File: src/rtl/kbd_event_decoder_if.sv
// Event stream from the decoder: valid/ready handshake plus head-entry fields.
// The decoder drives the master side; the display/host consumer is the slave.
interface kbd_event_decoder_if;
    logic       ev_valid;
    logic       ev_ready;
    logic [7:0] ev_code;
    logic       ev_ext;
    logic       ev_break;

    modport master (output ev_valid, ev_code, ev_ext, ev_break, input ev_ready);
    modport slave  (input ev_valid, ev_code, ev_ext, ev_break, output ev_ready);
endinterface

File: src/rtl/kbd_event_decoder.sv
// PS/2 set-2 bytes -> make/break events via FIFO, plus display status; KBD_ASCII_EN builds the ASCII lookup.
// Latency: 1 cycle byte_valid -> ev/status; byte input has no backpressure, full FIFO drops and sets drop_flag.
module kbd_event_decoder #(
    parameter int FIFO_DEPTH = 4
) (
    input  logic                       clk,
    input  logic                       resetn,
    input  logic [7:0]                 byte_in,
    input  logic                       byte_valid,
    kbd_event_decoder_if.master        ev,
    output logic [7:0]                 cur_code,
    output logic [7:0]                 cur_ascii,
    output logic                       key_down,
    output logic [7:0]                 press_cnt,
    output logic                       drop_flag
);
    localparam int PW = $clog2(FIFO_DEPTH);

    typedef struct packed {
        logic [7:0] code;
        logic       ext;
        logic       brk;
    } ev_t;

    typedef enum logic [1:0] {IDLE, EXT, BRK, EXT_BRK} state_t;

    state_t      state;
    ev_t         mem [FIFO_DEPTH];
    ev_t         head;
    ev_t         new_ev;
    logic [PW:0] wr_ptr, rd_ptr, wr_nxt, rd_nxt;
    logic [8:0]  held;

    logic is_e0, is_f0, is_data;
    logic ext_c, brk_c, repeat_c;
    logic push_req, push_ok, pop, full, empty;

    assign is_e0   = (byte_in == 8'hE0);
    assign is_f0   = (byte_in == 8'hF0);
    assign is_data = byte_valid && !is_e0 && !is_f0;
    assign ext_c   = (state == EXT) || (state == EXT_BRK);
    assign brk_c   = (state == BRK) || (state == EXT_BRK);

    // A make of the key already held down is a typematic repeat and is swallowed.
    assign repeat_c = !brk_c && key_down && (held == {ext_c, byte_in});
    assign push_req = is_data && !repeat_c;

    assign empty   = (wr_ptr == rd_ptr);
    assign full    = (wr_ptr[PW] != rd_ptr[PW]) && (wr_ptr[PW-1:0] == rd_ptr[PW-1:0]);
    assign pop     = !empty && ev.ev_ready;
    assign push_ok = push_req && (!full || pop);
    assign new_ev  = '{code: byte_in, ext: ext_c, brk: brk_c};
    assign wr_nxt  = wr_ptr + {{PW{1'b0}}, push_ok};
    assign rd_nxt  = rd_ptr + {{PW{1'b0}}, pop};

    assign ev.ev_valid = !empty;
    assign ev.ev_code  = head.code;
    assign ev.ev_ext   = head.ext;
    assign ev.ev_break = head.brk;

    always_ff @(posedge clk or negedge resetn) begin
        if (!resetn) begin
            wr_ptr <= '0;
            rd_ptr <= '0;
            head   <= '0;
            for (int i = 0; i < FIFO_DEPTH; i++) mem[i] <= '0;
        end else begin
            wr_ptr <= wr_nxt;
            rd_ptr <= rd_nxt;
            if (push_ok) mem[wr_ptr[PW-1:0]] <= new_ev;
            // Head is registered; when the FIFO drains to just the incoming entry, take it directly.
            if (wr_nxt != rd_nxt)
                head <= (rd_nxt == wr_ptr) ? new_ev : mem[rd_nxt[PW-1:0]];
        end
    end

    always_ff @(posedge clk or negedge resetn) begin
        if (!resetn) begin
            state     <= IDLE;
            cur_code  <= 8'h00;
            key_down  <= 1'b0;
            press_cnt <= 8'h00;
            drop_flag <= 1'b0;
            held      <= 9'h000;
        end else begin
            if (byte_valid) begin
                case (state)
                    IDLE:    state <= is_e0 ? EXT : (is_f0 ? BRK : IDLE);
                    EXT:     state <= is_f0 ? EXT_BRK : (is_e0 ? EXT : IDLE);
                    BRK:     state <= is_e0 ? EXT_BRK : (is_f0 ? BRK : IDLE);
                    EXT_BRK: state <= (is_e0 || is_f0) ? EXT_BRK : IDLE;
                    default: state <= IDLE;
                endcase
            end
            if (is_data) begin
                if (!brk_c && !repeat_c) begin
                    press_cnt <= press_cnt + 8'd1;
                    key_down  <= 1'b1;
                    held      <= {ext_c, byte_in};
                    cur_code  <= byte_in;
                end else if (brk_c && (held == {ext_c, byte_in})) begin
                    key_down  <= 1'b0;
                end
            end
            if (push_req && !push_ok) drop_flag <= 1'b1;
        end
    end

`ifdef KBD_ASCII_EN
    logic [7:0] ascii_q;

    function automatic logic [7:0] set2_ascii(input logic ext, input logic [7:0] code);
        logic [7:0] a;
        a = 8'h00;
        if (!ext) begin
            case (code)
                8'h1C: a = "a"; 8'h32: a = "b"; 8'h21: a = "c"; 8'h23: a = "d";
                8'h24: a = "e"; 8'h2B: a = "f"; 8'h34: a = "g"; 8'h33: a = "h";
                8'h43: a = "i"; 8'h3B: a = "j"; 8'h42: a = "k"; 8'h4B: a = "l";
                8'h3A: a = "m"; 8'h31: a = "n"; 8'h44: a = "o"; 8'h4D: a = "p";
                8'h15: a = "q"; 8'h2D: a = "r"; 8'h1B: a = "s"; 8'h2C: a = "t";
                8'h3C: a = "u"; 8'h2A: a = "v"; 8'h1D: a = "w"; 8'h22: a = "x";
                8'h35: a = "y"; 8'h1A: a = "z";
                8'h45: a = "0"; 8'h16: a = "1"; 8'h1E: a = "2"; 8'h26: a = "3";
                8'h25: a = "4"; 8'h2E: a = "5"; 8'h36: a = "6"; 8'h3D: a = "7";
                8'h3E: a = "8"; 8'h46: a = "9";
                8'h29: a = 8'h20;
                8'h5A: a = 8'h0D;
                default: a = 8'h00;
            endcase
        end
        return a;
    endfunction

    always_ff @(posedge clk or negedge resetn) begin
        if (!resetn)
            ascii_q <= 8'h00;
        else if (is_data && !brk_c && !repeat_c)
            ascii_q <= set2_ascii(ext_c, byte_in);
    end

    assign cur_ascii = ascii_q;
`else
    assign cur_ascii = 8'h00;
`endif

endmodule

File: src/flat_wrapper.sv
// flat-port wrapper written by rule: the top's interface ports become plain ports
module kbd_event_decoder_flat 
#(
    parameter int FIFO_DEPTH = 4
)
  (clk, resetn, byte_in, byte_valid, cur_code, cur_ascii, key_down, press_cnt, drop_flag, ev_ev_valid, ev_ev_code, ev_ev_ext, ev_ev_break, ev_ev_ready);
  kbd_event_decoder_if ev_i ();
  input  logic clk;
  input  logic resetn;
  input  logic [7:0] byte_in;
  input  logic byte_valid;
  output logic [7:0] cur_code;
  output logic [7:0] cur_ascii;
  output logic key_down;
  output logic [7:0] press_cnt;
  output logic drop_flag;
  output wire logic [$bits(ev_i.ev_valid)-1:0] ev_ev_valid;
  output wire logic [$bits(ev_i.ev_code)-1:0] ev_ev_code;
  output wire logic [$bits(ev_i.ev_ext)-1:0] ev_ev_ext;
  output wire logic [$bits(ev_i.ev_break)-1:0] ev_ev_break;
  input wire logic [$bits(ev_i.ev_ready)-1:0] ev_ev_ready;
  assign ev_ev_valid = ev_i.ev_valid;
  assign ev_ev_code = ev_i.ev_code;
  assign ev_ev_ext = ev_i.ev_ext;
  assign ev_ev_break = ev_i.ev_break;
  assign ev_i.ev_ready = ev_ev_ready;
  kbd_event_decoder #(.FIFO_DEPTH(FIFO_DEPTH)) u_core (.clk(clk), .resetn(resetn), .byte_in(byte_in), .byte_valid(byte_valid), .ev(ev_i), .cur_code(cur_code), .cur_ascii(cur_ascii), .key_down(key_down), .press_cnt(press_cnt), .drop_flag(drop_flag));
endmodule
File: config.mk
export PLATFORM = sky130hd
export DESIGN_NAME = kbd_event_decoder_flat
export DESIGN_NICKNAME = d
export VERILOG_FILES = /design/src/rtl/kbd_event_decoder_if.sv /design/src/rtl/kbd_event_decoder.sv /design/src/flat_wrapper.sv
export SDC_FILE = /design/constraint.sdc
export NUM_CORES = 1
export LEC_CHECK = 0
export CELL_PAD_IN_SITES_DETAIL_PLACEMENT = 1
export CELL_PAD_IN_SITES_GLOBAL_PLACEMENT = 2
export CORE_MARGIN = 2
export CORE_UTILIZATION = 38
export DETAILED_ROUTE_END_ITERATION = 10
export PLACE_DENSITY_LB_ADDON = 0.1
export SLEW_MARGIN = 20
export SYNTH_ARGS = -nofsm -noshare
export SYNTH_HDL_FRONTEND = slang
export SYNTH_SLANG_ARGS = --single-unit
export TNS_END_PERCENT = 10
File: constraint.sdc
create_clock -name clk -period 4.24 [get_ports clk]
set_clock_uncertainty 0.05 [all_clocks]
set_input_delay 0.424 -clock clk [delete_from_list [all_inputs] [get_ports clk]]
set_output_delay 0.424 -clock clk [all_outputs]
set_load 0.005 [all_outputs]
# Yosys cells after proc, flatten, opt, wreduce, memory -nomap -nowiden
# Cells that the tools add are included.
# totals
reg_bits,85
out_inout_bits,37
# op_classes
n_addsub,3
magnitude_cmp,3
eq_ne,11
n_mux,16
bitwise,2
reduce_logical,27
# op_table
operator,count
$bwmux 40,1
$mux 10,4
$bmux 10 s2,1
$demux 10 s2,1
$eq 8x8->1 const B,2
$logic_and 1x1->1,12
$mux 2,5
$eq 9x9->1,1
$add 8x1->8 const B,1
$pmux 2 s4,1
$logic_not 1->1,7
$add 3x1->3,2
$eq 3x3->1,2
$ge 3x3->1 const B,2
$not 2->3,2
$eq 2x2->1 const B,2
$logic_or 1x1->1,4
$reduce_and 2->1,2
$lt 3x1->1 const B,1
$mux 1,3
$ne 3x3->1,1
$eq 2x1->1 const B,1
$eq 2x2->1,1
$logic_not 2->1,1
2 further kinds,2

# Longest topological paths before layout
# Gate-level depths: netlist (run 1).
# logic_depth
ltp_word,10
ltp_mapped,14

# Worst setup path before layout (run 1)
# OpenSTA, ideal clock, no wires.
# synth_timing
path_kind,input port to flip-flop
start,in byte_in[3]
end,reg u_core.head (netlist bit u_core.ev.ev_break)
setup_ns,0.137
arrival_ns,3.043
required_ns,4.053
path_slack_ns,1.010
stages,14
path_cell_list,clkbuf_1 > xnor2_1 > nand4_1 > or4_4 > buf_2 > and2_1 > ha_1 > ha_1 > xor2_1 > xnor2_1 > or3_1 > clkbuf_1 > nor2_1 > a21oi_1
# synth_via
elab_chain_len,8
# synth_rtl
element,line,text
start: declaration,flat_wrapper.sv:10,input logic [7:0] byte_in;
$eq 8x8->1,kbd_event_decoder.sv:38,assign is_e0 = (byte_in == 8'hE0);
$logic_not 1->1,kbd_event_decoder.sv:40,assign is_data = byte_valid && !is_e0 && !is_f0;
$logic_and 1x1->1 (2 in series),kbd_event_decoder.sv:40,
$logic_and 1x1->1 (*),kbd_event_decoder.sv:46,assign push_req = is_data && !repeat_c;
$logic_and 1x1->1 (*),kbd_event_decoder.sv:51,assign push_ok = push_req && (!full || pop);
$add 3x1->3 (*),kbd_event_decoder.sv:53,"assign wr_nxt = wr_ptr + {{PW{1'b0}}, push_ok};"
via u_core.wr_nxt[2],kbd_event_decoder.sv:31,"logic [PW:0] wr_ptr, rd_ptr, wr_nxt, rd_nxt;"
$ne 3x3->1 (*),kbd_event_decoder.sv:72,if (wr_nxt != rd_nxt)
end signal: assignment,kbd_event_decoder.sv:73,head <= (rd_nxt == wr_ptr) ? new_ev : mem[rd_nxt[PW-1:0]];
end: declaration,kbd_event_decoder.sv:29,ev_t head;
# The timed path passes the listed nets; every way through them passes the cells marked *.
# A chain may end at the register's enable or synchronous reset.

# Worst setup path after layout (run 1)
# layout_timing
start,in byte_in[0]
end,reg u_core.head (netlist bit u_core.ev.ev_code[5])
# Same word-level chain as after synthesis.

==> metrics, run 1 <==
Placed Area 4160 sq um; Comb power frac 45.5%; CP cell instances clkdlybuf4s50_1 > or3b_1 > o41ai_4 > nor2_2 > and2_1 > ha_1 > ha_1 > xor2_1 > xnor2_1 > or3_1 > nor2_1 > a21oi_1; CTS buffer count 9; # DRC 0; max incr delay on CP 0.65 ns; Die Footprint 10600 sq um; PD cells 819 nW/um^2; RSZ-0062 raised after global routing no; sequential share of the synthesized area 51.5%; Worst Hold Class in -> async; remaining antenna violation count 0; Slew Limit Fails 0; WL final 7.35 mm; chip width 103 microns; Distinct cells, synth 36; share of layout cells above drive strength 1 13.9%; Worst path slowest cell or3_1; FF/Latch Area 1930 sq um; # IOs 49; EDFF count, synth 0; CP max FO 20; GRT Overall Usage 15.7%; largest net degree at the start of global routing 78; Vias 2153; final worst-path cycle share 84.0%; multi-input logic area 1600 sq um; Worst setup SP type input pin; Period minus WS final 3.56 ns; Synth Flop Type dfrtp_1; Yosys reg bits 77; Gates resized, CTS repair 0; Synth Cell Area 3740 sq um; Post CTS Setup Buffer Count 0; number of global-route vias before repair 2334; Final setup viols 0; Crit path top cell by count ha_1; DR pass1 iterations 4; finished layout cell area 4400 sq um; CTS tree done; Synth Area per Inst 13.2 sq um; critical path class in -> reg; Avg WL per Cell 16.4 microns; initial antenna violation count 0; fraction of power spent switching nets 33.8%; Tightest Pin Transition 0.999 ns; Yosys Warn Count 0; maximum vdd ir drop 0.250 mV; PortBufs 40; max frequency 281 MHz; hold_buf cts 0; Switch Pwr 1220 uW; Seq pwr share 35.6%; Critical Path AT 3.70 ns; Die H 103 microns; fin nets 329; WP data required 4.38 ns; first-pass GRT wire length 12.4 mm; synth-to-layout area growth 17.8%; # clock sinks 77; HPWL Detailed 4.94 mm; core area 9640 sq um; floorplan row count 36; Vias/cell 4.80; post-route setup TNS 0 ns; max_slew headroom 33.4%; Crit. End Element flip-flop; status completed; Syn Inst Count 284; Root Buffer clkbuf_8; antenna fix cells 0; GRT overflow 0; Placer Congestion 0.686; Fin. Hold Viols 0; number of max-cap violations 0; internal power component 2390 uW; CTS H-Tree Depth 3; ys async rst share 100%; clock power share 18.8%; Bufs on Longest Clock Path 2; Initial Utilization 38.8%; Clock Latency Late Sink 0.34 ns; Fill cells 1021; Initial DRC Count 33; Worst-path clk slew 0.07 ns; P_leak 0.00190 uW
==> cells by family after synthesis <==
logic type | Yosys count | synth area share (%)
compound gates | 15 | 2.78
xor+xnor | 27 | 6.33
flops | 77 | 51.5
fa+ha+maj | 5 | 1.67
buf+inv | 40 | 6.29
mux | 70 | 23.8
simple gates | 49 | 7.53
other cells | 1 | 0.100
==> placed cells by master (no fill, tap or decap), drive strengths merged <==
cell type / synthesis / layout
clkbuf: 6 / 11
nand2b: 1 / 1
or3: 2 / 2
a31o: 1 / 1
ha: 5 / 5
and2: 2 / 2
o41ai: 1 / 1
nor3b: 1 / 1
clkdlybuf4s50: 0 / 39
nand3: 6 / 6
buf: 31 / 8
nor2: 18 / 18
dfrtp: 77 / 77
mux2: 50 / 50
a21oi: 12 / 12
or4: 2 / 2
bufinv: 0 / 3
nand4b: 2 / 2
mux4: 10 / 10
a21o: 1 / 1
clkinv: 0 / 1
xor2: 7 / 7
nor3: 1 / 1
inv: 3 / 3
nand2: 7 / 7
nand3b: 1 / 1
nand4: 4 / 4
mux2i: 10 / 10
conb: 1 / 8
xnor2: 20 / 20
or3b: 1 / 1
nor4: 1 / 1
==> flip-flops by register name (all words and copies together) (netlist names) <==
signal,cells
u_core.key_down,1
u_core.ev.ev_ext,1
u_core.wr_ptr,3
u_core.ev.ev_break,1
u_core.ev.ev_code,8
u_core.held,9
u_core.state,2
u_core.press_cnt,8
u_core.rd_ptr,3
u_core.drop_flag,1
u_core.mem,40
==> cell usage after synthesis, types with 2 or more instances <==
cell | n | area [sq um]
dfrtp_1 | 77 | 1930
mux2_1 | 45 | 507
xnor2_1 | 20 | 175
buf_4 | 19 | 143
nor2_1 | 17 | 63.8
a21oi_1 | 12 | 60.1
buf_2 | 11 | 55.1
mux2i_1 | 10 | 100
mux4_2 | 10 | 225
nand2_1 | 7 | 26.3
xor2_1 | 7 | 61.3
clkbuf_1 | 6 | 22.5
ha_1 | 5 | 62.6
mux2_2 | 5 | 56.3
nand3_1 | 5 | 25.0
inv_1 | 3 | 11.3
nand4_1 | 3 | 18.8
and2_1 | 2 | 12.5
nand4b_1 | 2 | 17.5
or3_1 | 2 | 12.5
==> worst max-delay path: cells and delay by family <==
kind | cells | cell delay, ns
compound gates | 2 | 0.44
buf+inv | 1 | 0.54
fa+ha+maj | 2 | 0.36
simple gates | 5 | 1.64
xor+xnor | 2 | 0.29
==> per-stage QoR <==
step                      hold WS [ns]  utilization [%]  worst slack, ns  power, uW  cells
after detailed placement         0.410             43.1            0.288       2970    434
after floorplan                 0.0784                -             1.01       2470    291
after global routing             0.261             45.7            0.471       3900    449
after CTS                        0.232             45.7            0.656       3670    449
after global placement           0.412             43.1            0.321       2930    434
final                            0.193             45.7            0.680       3610    449
==> final timing paths <==
kind	depth (start not counted)	endpoint	start	slack [ns]
min reg2reg	1	u_core.press_cnt[7]	u_core.press_cnt[7]	0.42
max	12	u_core.ev.ev_code[5]	byte_in[0]	0.68
min in group clk	1	u_core.press_cnt[7]	u_core.press_cnt[7]	0.42
max reg2reg	11	u_core.ev.ev_code[5]	u_core.wr_ptr[1]	0.91
max in group asynchronous	1	u_core.mem[22]	resetn	3.30
min	1	u_core.ev.ev_code[2]	resetn	0.19
==> area by class of cell <==
| type | count | share of cell area [%] |
|---|---|---|
| multi-input cells | 174 | 36.4 |
| flip-flops and latches | 77 | 43.8 |
| inverters | 3 | 0.256 |
| clock buffers | 11 | 3.44 |
| repair buffers | 47 | 10.2 |
| well taps | 133 | 3.78 |
| clock inverters | 4 | 2.16 |
==> power groups by stage <==
stage          logic [uW]  registers [uW]  clock network (uW)
4_1_cts              1680            1290                 702
6_report             1640            1290                 680
3_3_place_gp         1640            1290                   0
5_1_grt              1840            1340                 729
2_1_floorplan        1230            1240                   0
3_5_place_dp         1670            1310                   0
==> metal layers <==
| layer | GRT usage (%) | vias to the layer above | part of all wire (%) |
|---|---|---|---|
| li1 | - | 1014 | - |
| met1 | 22.1 | 1096 | 51 |
| met2 | 23.9 | 37 | 45 |
| met3 | 3.56 | 6 | 2.7 |
| met4 | 5.47 | 0 | 1.1 |
| met5 | 0 | - | 0 |
Note: power is estimated with default switching activity, not from simulation.
==> inputs of run 2 (changes only) <==
==> constraint.sdc (replaced) <==
create_clock -name clk -period 3.6 [get_ports clk]
set_clock_uncertainty 0.05 [all_clocks]
set_input_delay 0.36 -clock clk [delete_from_list [all_inputs] [get_ports clk]]
set_output_delay 0.36 -clock clk [all_outputs]
set_load 0.005 [all_outputs]
==> run 2 against run 1 <==
Compared with the run above: critical path depth up 1; hold slack lost 0.070 ns; utilization up 0.95 points; register-to-register slack worse by 0.34 ns; sequential share of layout area fell by 0.89 points; power rose by 20%; clock-buffer cell count increased by 1; routed wire length up 0.78%; critical path type unchanged; worst setup slack got worse by 0.16 ns; cell area grew 2.1%.
==> metrics, run 2 (synthesis results as in run 1) <==
CP max FO 20 (unchanged); Critical Path AT 3.24 ns (-0.46 ns); HPWL Detailed 5.06 mm (+2.4%); antenna fix cells 0 (unchanged); number of max-cap violations 0 (unchanged); Period minus WS final 3.08 ns; R2R setup slack 0.57 ns (-0.34 ns); Met1 Wirelength 3.64 mm (-2.4%); Initial DRC Count 62 (+88%); CTS tree done; met2 WL 3.45 mm (+3.5%); Worst setup SP type input pin; P_leak 0.00195 uW (+2.7%); worst reg-to-reg path cell count 12 (+1); synth-to-layout area growth 20.2%; Die Footprint 10600 sq um (unchanged); critical path class in -> reg; total power draw 4340 uW (+20%); WP data required 3.76 ns (-0.62 ns); Placer Congestion 0.694 (+1.2%); RR Startpoint u_core.state[0]; Bufs on Longest Clock Path 2 (unchanged); WL final 7.40 mm (+0.78%); # DRC 0 (unchanged); Post CTS Setup Buffer Count 0 (unchanged); # clock sinks 77 (unchanged); Comb power frac 45.8% (+0.3 points); first-pass GRT wire length 12.4 mm (+0.40%); post-route setup TNS 0 ns (unchanged); Fill cells 1044 (+2.3%); GRT Overall Usage 15.6% (-0.073 points); Switch Pwr 1430 uW (+18%); share of layout cells above drive strength 1 16.2% (+2.2 points); final worst-path cycle share 85.6%; hold_buf cts 0 (unchanged); r2r endpoint u_core.ev.ev_code[6]; Slew Limit Fails 0 (unchanged); number of global-route vias before repair 2331 (-0.13%); GRT overflow 0 (unchanged); initial antenna violation count 0 (unchanged); core area 9640 sq um (unchanged); largest net degree at the start of global routing 78 (unchanged); fin nets 340 (+3.3%); clock power share 19.3% (+0.5 points); chip width 103 microns (unchanged); # IOs 49 (unchanged); Vias/cell 4.74 (-1.2%); max reg flops 40 (unchanged); remaining antenna violation count 0 (unchanged); Root Buffer clkbuf_8; Worst-path clk slew 0.07 ns (about the same); Crit. End Element flip-flop; CTS H-Tree Depth 3 (unchanged); RSZ-0062 raised after global routing no; DR top layer met4; Fin. Hold Viols 0 (unchanged); Clock Latency Late Sink 0.33 ns (about the same); fraction of power spent switching nets 33.0% (-0.78 points); Vias 2184 (+1.4%); internal power component 2910 uW (+22%); max_slew headroom 34.7% (+1.3 points); most frequent cells in the layout dfrtp_1, mux2_1, clkdlybuf4s50_1, xnor2_1, buf_4; DR pass1 iterations 4 (unchanged); Avg WL per Cell 16.1 microns (-1.8%); PortBufs 40 (unchanged); max frequency 325 MHz; Seq pwr share 34.9% (-0.7 points); Top reg by flops u_core.mem; Worst Hold Class in -> async; Die H 103 microns (unchanged); floorplan row count 36 (unchanged); maximum vdd ir drop 0.391 mV (+57%); PD cells 966 nW/um^2 (+18%); most common cell after layout, fill and taps aside dfrtp_1; Initial Utilization 38.8% (unchanged); Final setup viols 0 (unchanged); met3 wire length 239 microns (+20%); CTS buffer count 9 (unchanged); biggest regs u_core.mem (40), u_core.held (9); status completed; Tightest Pin Transition 0.980 ns (-0.0193 ns); Gates resized, CTS repair 0 (unchanged)
## run 2: per-stage QoR
stage | setup slack [ns] | util [%] | instances | hold slack [ns] | area, sq um
after floorplan | 0.434 | - | 291 | 0.0144 | 3760
after global placement | 0.177 | 44.0 | 445 | 0.414 | 4240
after detailed placement | 0.130 | 44.0 | 445 | 0.418 | 4240
after CTS | 0.500 | 46.6 | 461 | 0.166 | 4500
after global routing | 0.290 | 46.6 | 461 | 0.192 | 4500
final | 0.520 | 46.6 | 461 | 0.123 | 4500
## run 2: area by class of cell
type	instances	area (sq um)	area share (%)
inverters	3	11.3	0.250
clock buffers	12	135	3.01
flip-flops and latches	77	1930	42.9
well taps	133	166	3.70
repair buffers	58	533	11.9
clock inverters	4	120	2.67
multi-input cells	174	1600	35.7
## run 2: power by group through the flow
| stage | Combinational, uW | Sequential (uW) | Clock (uW) |
|---|---|---|---|
| floorplan | 1450 | 1460 | 0 |
| global placement | 1990 | 1520 | 0 |
| detailed placement | 2040 | 1530 | 0 |
| CTS | 2040 | 1520 | 865 |
| global route | 2230 | 1570 | 902 |
| finish | 1990 | 1510 | 836 |
## run 2: worst max path at each step
stage / start / endpoint / slack (ns) / cells past startpoint
6_report: byte_in[0] / u_core.ev.ev_code[6] / 0.52 / 13
2_1_floorplan: byte_in[3] / u_core.ev.ev_break / 0.43 / 14
5_1_grt: byte_in[0] / u_core.ev.ev_code[6] / 0.29 / 13
4_1_cts: byte_in[0] / u_core.ev.ev_code[6] / 0.50 / 13
3_3_place_gp: byte_in[5] / u_core.ev.ev_break / 0.18 / 13
3_5_place_dp: byte_in[0] / u_core.ev.ev_code[5] / 0.13 / 13
## run 2: worst max-delay path: stages
cell,delay [ns]
clkdlybuf4s50_1,0.54
xnor2_1,0.15
nand3_1,0.12
or4_4,0.49
and2_1,0.17
ha_1,0.18
ha_1,0.18
xor2_1,0.16
xnor2_1,0.13
or3_1,0.37
buf_4,0.21
nor2_1,0.11
a21oi_1,0.05
## run 2: routing by layer
layer / up-vias / GRT usage (%)
li1: 1048 / -
met1: 1087 / 22.6
met2: 43 / 23.8
met3: 6 / 2.62
met4: 0 / 5.47
met5: - / 0
